**src/rtl/rom_stream_pkg.sv**
```systemverilog
// Shared types and default widths for the ROM stream reader.
package rom_stream_pkg;

  localparam int unsigned AW_DEF = 8;
  localparam int unsigned DW_DEF = 8;

  typedef enum logic [1:0] {
    IDLE,
    ISSUE,
    DRAIN
  } rsr_state_t;

endpackage

```
**src/rtl/rom_stream_fifo.sv**
```systemverilog
// Small synchronous FIFO with occupancy count; head is visible on rd_data_o.
module rom_stream_fifo #(
  parameter int unsigned W     = 9,
  parameter int unsigned DEPTH = 4,
  localparam int unsigned CW   = $clog2(DEPTH + 1),
  localparam int unsigned PW   = (DEPTH > 1) ? $clog2(DEPTH) : 1
) (
  input  logic          clk,
  input  logic          rst_n,
  input  logic          wr_en_i,
  input  logic [W-1:0]  wr_data_i,
  input  logic          rd_en_i,
  output logic [W-1:0]  rd_data_o,
  output logic          empty_o,
  output logic [CW-1:0] count_o
);

  logic [W-1:0]  mem_q [DEPTH];
  logic [W-1:0]  mem_d [DEPTH];
  logic [PW-1:0] wr_ptr_q, wr_ptr_d, rd_ptr_q, rd_ptr_d;
  logic [CW-1:0] count_q, count_d;
  logic          pop;
  logic          full;

  assign empty_o   = (count_q == '0);
  assign full      = (count_q == CW'(DEPTH));
  assign count_o   = count_q;
  assign rd_data_o = mem_q[rd_ptr_q];
  assign pop       = rd_en_i && !empty_o;

  // Next-state for storage, pointers and occupancy.
  always_comb begin
    mem_d    = mem_q;
    wr_ptr_d = wr_ptr_q;
    rd_ptr_d = rd_ptr_q;
    count_d  = count_q;
    if (wr_en_i) begin
      mem_d[wr_ptr_q] = wr_data_i;
      wr_ptr_d = (wr_ptr_q == PW'(DEPTH - 1)) ? '0 : wr_ptr_q + PW'(1);
    end
    if (pop) begin
      rd_ptr_d = (rd_ptr_q == PW'(DEPTH - 1)) ? '0 : rd_ptr_q + PW'(1);
    end
    case ({wr_en_i, pop})
      2'b10:   count_d = count_q + CW'(1);
      2'b01:   count_d = count_q - CW'(1);
      default: count_d = count_q;
    endcase
  end

  // State registers; storage is cleared so the head reads zero after reset.
  always_ff @(posedge clk or negedge rst_n) begin
    if (!rst_n) begin
      for (int i = 0; i < int'(DEPTH); i++) mem_q[i] <= '0;
      wr_ptr_q <= '0;
      rd_ptr_q <= '0;
      count_q  <= '0;
    end else begin
      mem_q    <= mem_d;
      wr_ptr_q <= wr_ptr_d;
      rd_ptr_q <= rd_ptr_d;
      count_q  <= count_d;
    end
  end

  // The issuer's credit check must make a write into a full FIFO impossible.
  a_no_overflow: assert property (@(posedge clk) disable iff (!rst_n)
    !(wr_en_i && full && !rd_en_i));

endmodule

```
**src/rtl/rom_stream_reader.sv**
```systemverilog
// Sweeps an address range through a synchronous ROM and streams the read data out
// as valid/ready with a last-word marker and a running checksum.
module rom_stream_reader
  import rom_stream_pkg::*;
#(
  parameter int unsigned AW         = AW_DEF,
  parameter int unsigned DW         = DW_DEF,
  parameter int unsigned ROM_LAT    = 1,  // 1..3
  parameter int unsigned FIFO_DEPTH = 4   // >= ROM_LAT+1
) (
  input  logic          clk,
  input  logic          rst_n,
  input  logic          start,
  input  logic [AW-1:0] base_addr,
  input  logic [AW-1:0] count_m1,
  output logic [AW-1:0] rom_addr,
  input  logic [DW-1:0] rom_data,
  output logic [DW-1:0] m_data,
  output logic          m_valid,
  input  logic          m_ready,
  output logic          m_last,
  output logic          busy,
  output logic          done,
  output logic [DW-1:0] checksum
);

  localparam int unsigned CW = $clog2(FIFO_DEPTH + 1);

  rsr_state_t    state_q, state_d;
  logic [AW-1:0] addr_q, addr_d;
  logic [AW-1:0] remain_q, remain_d;
  logic          busy_q, busy_d;
  logic          done_q, done_d;
  logic [DW-1:0] csum_q, csum_d;
  // Stage 0 tracks the address register itself; stages 1..ROM_LAT follow the ROM
  // latency, so the top stage flags that rom_data holds a requested word now.
  logic [ROM_LAT:0] pvld_q, pvld_d, plast_q, plast_d;

  logic          issue, issue_last, credit_ok, pop;
  logic [CW-1:0] fifo_count;
  logic          fifo_empty;
  logic [DW:0]   fifo_head;

  assign pop       = m_valid && m_ready;
  // Every in-flight read owns a FIFO slot, so a landing word always fits.
  assign credit_ok = (32'(fifo_count) + 32'($countones(pvld_q))) < 32'(FIFO_DEPTH);

  // FSM, address counter and checksum next-state.
  always_comb begin
    state_d    = state_q;
    addr_d     = addr_q;
    remain_d   = remain_q;
    busy_d     = busy_q;
    done_d     = 1'b0;
    csum_d     = csum_q;
    issue      = 1'b0;
    issue_last = 1'b0;
    if (pop) csum_d = csum_q + m_data;
    unique case (state_q)
      IDLE: begin
        // done_q still high means the previous sweep just ended; ignore start then.
        if (start && !done_q) begin
          addr_d     = base_addr;
          issue      = 1'b1;
          issue_last = (count_m1 == '0);
          remain_d   = count_m1 - AW'(1);
          busy_d     = 1'b1;
          csum_d     = '0;
          state_d    = (count_m1 == '0) ? DRAIN : ISSUE;
        end
      end
      ISSUE: begin
        if (credit_ok) begin
          addr_d     = addr_q + AW'(1);
          issue      = 1'b1;
          issue_last = (remain_q == '0);
          remain_d   = remain_q - AW'(1);
          if (remain_q == '0) state_d = DRAIN;
        end
      end
      DRAIN: begin
        if (pop && m_last) begin
          busy_d  = 1'b0;
          done_d  = 1'b1;
          state_d = IDLE;
        end
      end
      default: state_d = IDLE;
    endcase
    pvld_d  = {pvld_q[ROM_LAT-1:0], issue};
    plast_d = {plast_q[ROM_LAT-1:0], issue_last};
  end

  // Control and pipeline state.
  always_ff @(posedge clk or negedge rst_n) begin
    if (!rst_n) begin
      state_q  <= IDLE;
      addr_q   <= '0;
      remain_q <= '0;
      busy_q   <= 1'b0;
      done_q   <= 1'b0;
      csum_q   <= '0;
      pvld_q   <= '0;
      plast_q  <= '0;
    end else begin
      state_q  <= state_d;
      addr_q   <= addr_d;
      remain_q <= remain_d;
      busy_q   <= busy_d;
      done_q   <= done_d;
      csum_q   <= csum_d;
      pvld_q   <= pvld_d;
      plast_q  <= plast_d;
    end
  end

  rom_stream_fifo #(
    .W     (DW + 1),
    .DEPTH (FIFO_DEPTH)
  ) u_fifo (
    .clk       (clk),
    .rst_n     (rst_n),
    .wr_en_i   (pvld_q[ROM_LAT]),
    .wr_data_i ({plast_q[ROM_LAT], rom_data}),
    .rd_en_i   (pop),
    .rd_data_o (fifo_head),
    .empty_o   (fifo_empty),
    .count_o   (fifo_count)
  );

  assign rom_addr = addr_q;
  assign m_valid  = !fifo_empty;
  assign m_data   = fifo_head[DW-1:0];
  assign m_last   = fifo_head[DW];
  assign busy     = busy_q;
  assign done     = done_q;
  assign checksum = csum_q;

endmodule
```
**config.mk**
```make
export PLATFORM = sky130hd
export DESIGN_NAME = rom_stream_reader
export DESIGN_NICKNAME = d
export VERILOG_FILES = /design/src/rtl/rom_stream_pkg.sv /design/src/rtl/rom_stream_fifo.sv /design/src/rtl/rom_stream_reader.sv
export SDC_FILE = /design/constraint.sdc
export NUM_CORES = 1
export LEC_CHECK = 0
export ABC_CLOCK_PERIOD_IN_PS = 3500
export BUFFER_PORTS_ARGS = -buffer_cell sky130_fd_sc_hd__buf_4
export CAP_MARGIN = 20
export CORE_ASPECT_RATIO = 1.4
export CORE_MARGIN = 4
export CORE_UTILIZATION = 55
export CTS_BUF_LIST = sky130_fd_sc_hd__clkbuf_4 sky130_fd_sc_hd__clkbuf_8 sky130_fd_sc_hd__clkbuf_16
export DETAILED_ROUTE_END_ITERATION = 12
export PLACE_DENSITY = 0.77
export SLEW_MARGIN = 5
export SYNTH_ARGS = -nofsm -noshare
export SYNTH_HDL_FRONTEND = slang
export SYNTH_SLANG_ARGS = --single-unit
```
**constraint.sdc**
```tcl
create_clock -name clk -period 3.5 [get_ports clk]
set_clock_uncertainty 0.1 [all_clocks]
set_input_delay 0 -clock clk [delete_from_list [all_inputs] [get_ports clk]]
set_output_delay 0 -clock clk [all_outputs]
set_load 0.005 [all_outputs]
```
## Yosys cells after proc, flatten, opt, wreduce, memory -nomap -nowiden

Cells that the tools add are included.

- Bits in registers: 75
- Input bits: 28
- Output and inout bits: 28
- Word-level logic and storage cells: 93

- Add/subtract/negate cells: 10
- Order comparisons: 4
- Equal/unequal tests: 10
- Multiplexer cells: 35
- Bitwise operators: 2
- Reductions and logical operators: 17

Operators with widths:

| operator | count |
|---|---|
| two-way mux 8 bit | 7 |
| bitwise mux 36 bit | 1 |
| one-hot mux 8 bit (2 select lines) | 2 |
| two-way mux 9 bit | 3 |
| binary-select mux 9 bit (select 2 bit) | 1 |
| demux 9 bit (select 2 bit) | 1 |
| zero test 8 bit | 2 |
| subtractor 8 x 1 -> 8 bit, second input constant | 2 |
| two-way mux 2 bit | 7 |
| adder 8 x 1 -> 8 bit, second input constant | 1 |
| adder 8 bit | 1 |
| equality test 2 bit, second input constant | 4 |
| two-way mux 1 bit | 8 |
| != test 2 bit, second input constant | 4 |
| >= comparator 3 bit, second input constant | 2 |
| NOT 2 -> 3 bit | 2 |
| one-hot mux 1 bit (2 select lines) | 3 |
| one-hot mux 2 bit (3 select lines) | 1 |
| one-hot mux 3 bit (2 select lines) | 1 |
| AND reduction 3 bit | 2 |
| nonzero test 2 bit | 3 |
| logical AND 1 bit | 5 |
| adder 2 x 1 -> 2 bit, second input constant | 2 |
| adder 3 x 2 -> 4 bit | 1 |
| 10 further kinds | 12 |

## Depth between registers and ports, before layout

- Word-level depth: 8
- Depth in mapped cells: 10
- Gate-level depth less buffers: 9

## Cells and area by module

A second synthesis with hierarchy kept.

- Cells, all modules: 363
- Area, all modules: 4002.6 um2

By module, submodules not included:

| module | instances | cells each | area each (um2) | seq. area each (um2) |
|---|---|---|---|---|
| rom_stream_reader | 1 | 240 | 2034.5 | 800.8 |
| rom_stream_fifo | 1 | 123 | 1968.1 | 1076.0 |

## Worst setup path after synthesis

OpenSTA, ideal clock, no wires.

- Path type: register to register
- Start: register u_fifo.rd_ptr_q[0]
- End: register csum_q[6] (netlist: checksum[6])
- Setup time: 0.070 ns
- Data arrival time: 2.734 ns
- Required time: 3.330 ns
- Setup slack: 0.597 ns
- Stages on the path, launching flop included: 10
- Path buffers: 1
- Clock period less this slack: 2.903 ns
- Path through: dfrtp_1 -> buf_2 -> mux4_2 -> ha_1 -> fa_1 -> a21o_1 -> a21oi_1 -> o21bai_1 -> a2111oi_0 -> nand3b_1

- Longest elaborated chain between the ends: 8

RTL lines:

| element | RTL line | source |
|---|---|---|
| start, declared | rom_stream_fifo.sv:20 | `logic [PW-1:0] wr_ptr_q, wr_ptr_d, rd_ptr_q, rd_ptr_d;` |
| start signal, assigned | rom_stream_fifo.sv:61 | `rd_ptr_q <= rd_ptr_d;` |
| NOT 2 -> 3 bit (implied by the code) * | rom_stream_fifo.sv:28 | `assign rd_data_o = mem_q[rd_ptr_q];` |
| binary-select mux 9 bit (select 2 bit) * | rom_stream_fifo.sv:28 |  |
| two-way mux 9 bit (implied by the code) * (2 in series) | rom_stream_fifo.sv:28 |  |
| via m_data[0] | rom_stream_reader.sv:18 | `output logic [DW-1:0] m_data,` |
| adder 8 bit * | rom_stream_reader.sv:58 | `if (pop) csum_d = csum_q + m_data;` |
| two-way mux 8 bit * | rom_stream_reader.sv:58 |  |
| two-way mux 8 bit | rom_stream_reader.sv:62 | `if (start && !done_q) begin` |
| two-way mux 8 bit * | rom_stream_reader.sv:59 | `unique case (state_q)` |
| via csum_d[6] | rom_stream_reader.sv:34 | `logic [DW-1:0] csum_q, csum_d;` |
| end signal, assigned | rom_stream_reader.sv:111 | `csum_q <= csum_d;` |
| end, declared | rom_stream_reader.sv:34 |  |

The timed path passes the listed nets; every way through them passes the cells marked *. The select of a mux whose other input is x is not followed.
A chain may end at the register's enable or synchronous reset.

## Worst setup path in the final report

- Start: register u_fifo.rd_ptr_q[0]
- End: register csum_q[6] (netlist: checksum[6])

- Longest elaborated chain between the ends: 8

RTL lines:

| element | RTL line |
|---|---|
| NOT 2 -> 3 bit (implied by the code) * | rom_stream_fifo.sv:28 |
| binary-select mux 9 bit (select 2 bit) * | rom_stream_fifo.sv:28 |
| two-way mux 9 bit (implied by the code) * (2 in series) | rom_stream_fifo.sv:28 |
| adder 8 bit * | rom_stream_reader.sv:58 |
| two-way mux 8 bit * | rom_stream_reader.sv:58 |
| two-way mux 8 bit | rom_stream_reader.sv:62 |
| two-way mux 8 bit * | rom_stream_reader.sv:59 |
| via csum_d[6] | rom_stream_reader.sv:34 |

Marks and branches as above.

==> reports/metrics.csv <==
stage;metric;value;unit
final_layout;design_area;5005;um2
pwr;ir_worst_vdd;508.7;uV
timing;rsz0062_at_grt;no;
setup_path;reg2reg_from;u_fifo.rd_ptr_q[0];
yosys;synth-edff-count;0;
clocking;cts_tree;done;
timing;finalHoldViolCount;0;
yosys;muxShareOfSynthArea;0.1658;
setup_path;crit_path_end_kind;flop;
yosys;synth_xor_area_frac;0.01302;
pwr;cellPowerDensity;944.4;nW/um2
setup_path;r2r_end;checksum[6];
clocking;cts_buffers;9;
pwr;combPwrFrac;0.521;
floorplanning;start_util;0.5708;
setup_path;reg2reg_depth;8;
placement;place.gp.congestion;0.9282;
min_path;whs_endpoint;plast_q[0];
clocking;clock_sinks;75;
routing;drc;0;
timing;slew_headroom;0.3739;
placement;port-buffer-count;55;
clocking;clock_latency;350;ps
routing;via_per_inst;5.765;
grt;grt_pass1_vias;3230;
run;maxCapViolCount;0;
yosys;syn_inst;376;
pwr;power.net_switching;0.001867;W
floorplanning;rows;36;
grt;grt_overflow;0;
final_layout;final_nets;504;
yosys;syn_area;4036;um2
setup_path;worstSetupStartpointType;flop;
timing;worst_slew_pin_slew;939.1;ps
yosys;synth_flop_cell;dfrtp_1;
run_status;outcome;complete, no violations;
final_layout;area_growth;23.99;%
clocking;post_cts_buffers;0;
clocking;cts_buffer_depth;2;
grt;grt_pass1_wl;15350;um
timing;fmax;337.9;MHz
clocking;cts_resized;0;
floorplanning;die-width;80.40;um
final_layout;fill_cells;514;
clocking;cts_root_buffer;clkbuf_8;
grt;grt_max_degree;76;
final_layout;final_util;0.7077;
grt;antenna_found_initial;0;
setup_path;crit_path_start;u_fifo.rd_ptr_q[0];
routing;ant_nets;0;
setup_path;rrSetupSlack;540;ps
floorplanning;core_area;7072;um2
final_layout;diodes;0;
floorplanning;dieArea;8793;um2
yosys;synth_nets;422;
yosys;synth_fa_ha_area_frac;0.05952;
setup_path;cp_max_fo;5;
timing;fin_crit;2960;ps
floorplanning;die-height;109.4;um
yosys;synth_top_family_by_area;multiplexers;
timing;fin_crit_sh;0.8457;
pwr;power_frac_seq;0.336;
min_path;hp-class;in -> reg;
yosys;synth.distinct_cells;54;
min_path;whs_path_depth;5;
pwr;clock_power_share;0.142;
yosys;ys_warn_count;0;
clocking;cts.htree.levels;3;
pwr;p_int;0.002859;W
yosys;ys_seq_area_frac;0.4650;
yosys;synth-simple-area-share;0.1330;
routing;dr.pass1.iters;5;
placement;dp.cells;516;
pwr;p_total;0.004727;W
final_layout;drive_above_1_share;0.2829;
routing;drt_iter0_drc;144;
routing;via_count;3217;
placement;placed_area;4543;um2
placement;hpwl;6501;um
clocking;clkTransAtPathRegs;80;ps
floorplanning;pin_count;56;
setup_path;crit_type;reg -> reg;
setup_path;crit_required;3690;ps
yosys;synth_compound_area_frac;0.1342;
grt;grt.total_usage;0.2274;
routing;wirelength;9207;um
yosys;syn-mean-instance-area;10.74;um2
pwr;p_sw_frac;0.3951;
setup_path;worstPathArrival;3150;ps
clocking;hold_buffers;26;
timing;drv_slew;0;
routing;post_drt_wl_per_cell;16.50;um
yosys;ys_ff_latch;75;
pwr;power.leakage;2.277;nW
min_path;min_from;count_m1[1];
yosys;async_reset_ff_frac;1.000;
timing;setup_viol;0;
timing;tns;0;ps
final_layout;fin_cells;558;
-- worst max-delay path, stage by stage (launching register included) --
cell       delay, ps
dfrtp_1          500
mux4_2           560
ha_1             250
fa_1             410
a21o_1           170
a21oi_1          240
o21bai_1         130
a2111oi_0        380
nand3b_1         150
-- how the worst max path moves through the flow --
stage,slack [ps],endpoint
after global routing,370,checksum[6]
after CTS,510,checksum[6]
after floorplan,600,checksum[6]
final,540,checksum[6]
after global placement,620,checksum[6]
after detailed placement,550,checksum[6]
-- area by class of cell --
cell class	instances	area, um2	share of cell area
timing repair buffer	87	718.2	0.1435
multi-input combinational	272	2041	0.4078
sequential	75	1877	0.3750
clock buffer	9	123.9	0.02475
inverter	13	48.80	0.009750
clock inverter	7	77.57	0.01550
tap	95	118.9	0.02375
-- stage by stage --
step / hold WS, ps / worst slack, ps
after floorplan: -395.6 / 596.7
after global placement: 98.77 / 623.2
after detailed placement: 106.5 / 549.5
after CTS: 18.62 / 511.9
after global routing: 78.57 / 367.5
final: 65.92 / 540.1
-- cells in the mapped netlist (all sizes together) (3+ instances only) --
cell type	number	area (um2)
nor2	21	81.33
nand2b	7	43.79
buf	7	36.28
nor3	8	40.04
or2	3	18.77
a22oi	3	22.52
nor3b	3	22.52
clkbuf	9	33.78
mux2i	5	50.05
ha	16	200.2
o21ai	21	105.1
nand2	43	161.4
mux2	37	416.7
or3	8	50.05
mux4	9	202.7
nand3	8	40.04
xor2	3	26.28
a211oi	4	40.03
a21oi	27	135.1
a31oi	4	25.02
inv	13	48.80
o22ai	6	37.54
dfrtp	75	1877
and3	3	18.77
a21o	5	37.54
xnor2	3	26.28
-- registers in the layout, summed over array words and instances (netlist names), 2 cells and up --
name             flops
u_fifo.mem_q        36
checksum             8
remain_q             8
rom_addr             8
u_fifo.count_o       3
plast_q              2
pvld_q               2
state_q              2
u_fifo.rd_ptr_q      2
u_fifo.wr_ptr_q      2
-- power groups by stage --
stage                     combinational [W]  clock [W]  sequential, W
final                               0.00246   0.000673        0.00159
after global routing                0.00274   0.000723        0.00165
after CTS                           0.00245   0.000685        0.00159
after detailed placement            0.00243          0        0.00160
after global placement              0.00233          0        0.00158
after floorplan                     0.00176          0        0.00149
-- placed cells by master (no fill, tap or decap), types with 9 or more instances in the layout --
cell type | Yosys | layout
dfrtp_1 | 75 | 75
inv_1 | 11 | 11
clkbuf_8 | 0 | 9
o21ai_0 | 19 | 19
ha_1 | 16 | 16
dlygate4sd3_1 | 0 | 26
a21oi_1 | 27 | 27
buf_4 | 1 | 61
nor2_1 | 20 | 20
nand2_1 | 43 | 43
mux2_2 | 37 | 37
mux4_2 | 9 | 9
-- routing by layer --
layer,vias to the layer above,track usage,share of wire,wire length (um)
met1,1554,0.2722,0.41,3766
met5,-,0,0,0
met3,16,0.02541,0.045,412
met4,0,0.1208,0.029,263
li1,1535,-,-,-
met2,112,0.3987,0.52,4764
-- cells by family after synthesis --
family / Yosys count
DFF: 75
and+or+nand+nor: 111
muxes: 51
adders and majority gates: 18
buffers and inverters: 29
xor gates and xnor gates: 6
AOI/OAI and AO/OA: 86
Power figures use the tool's default switching activity.
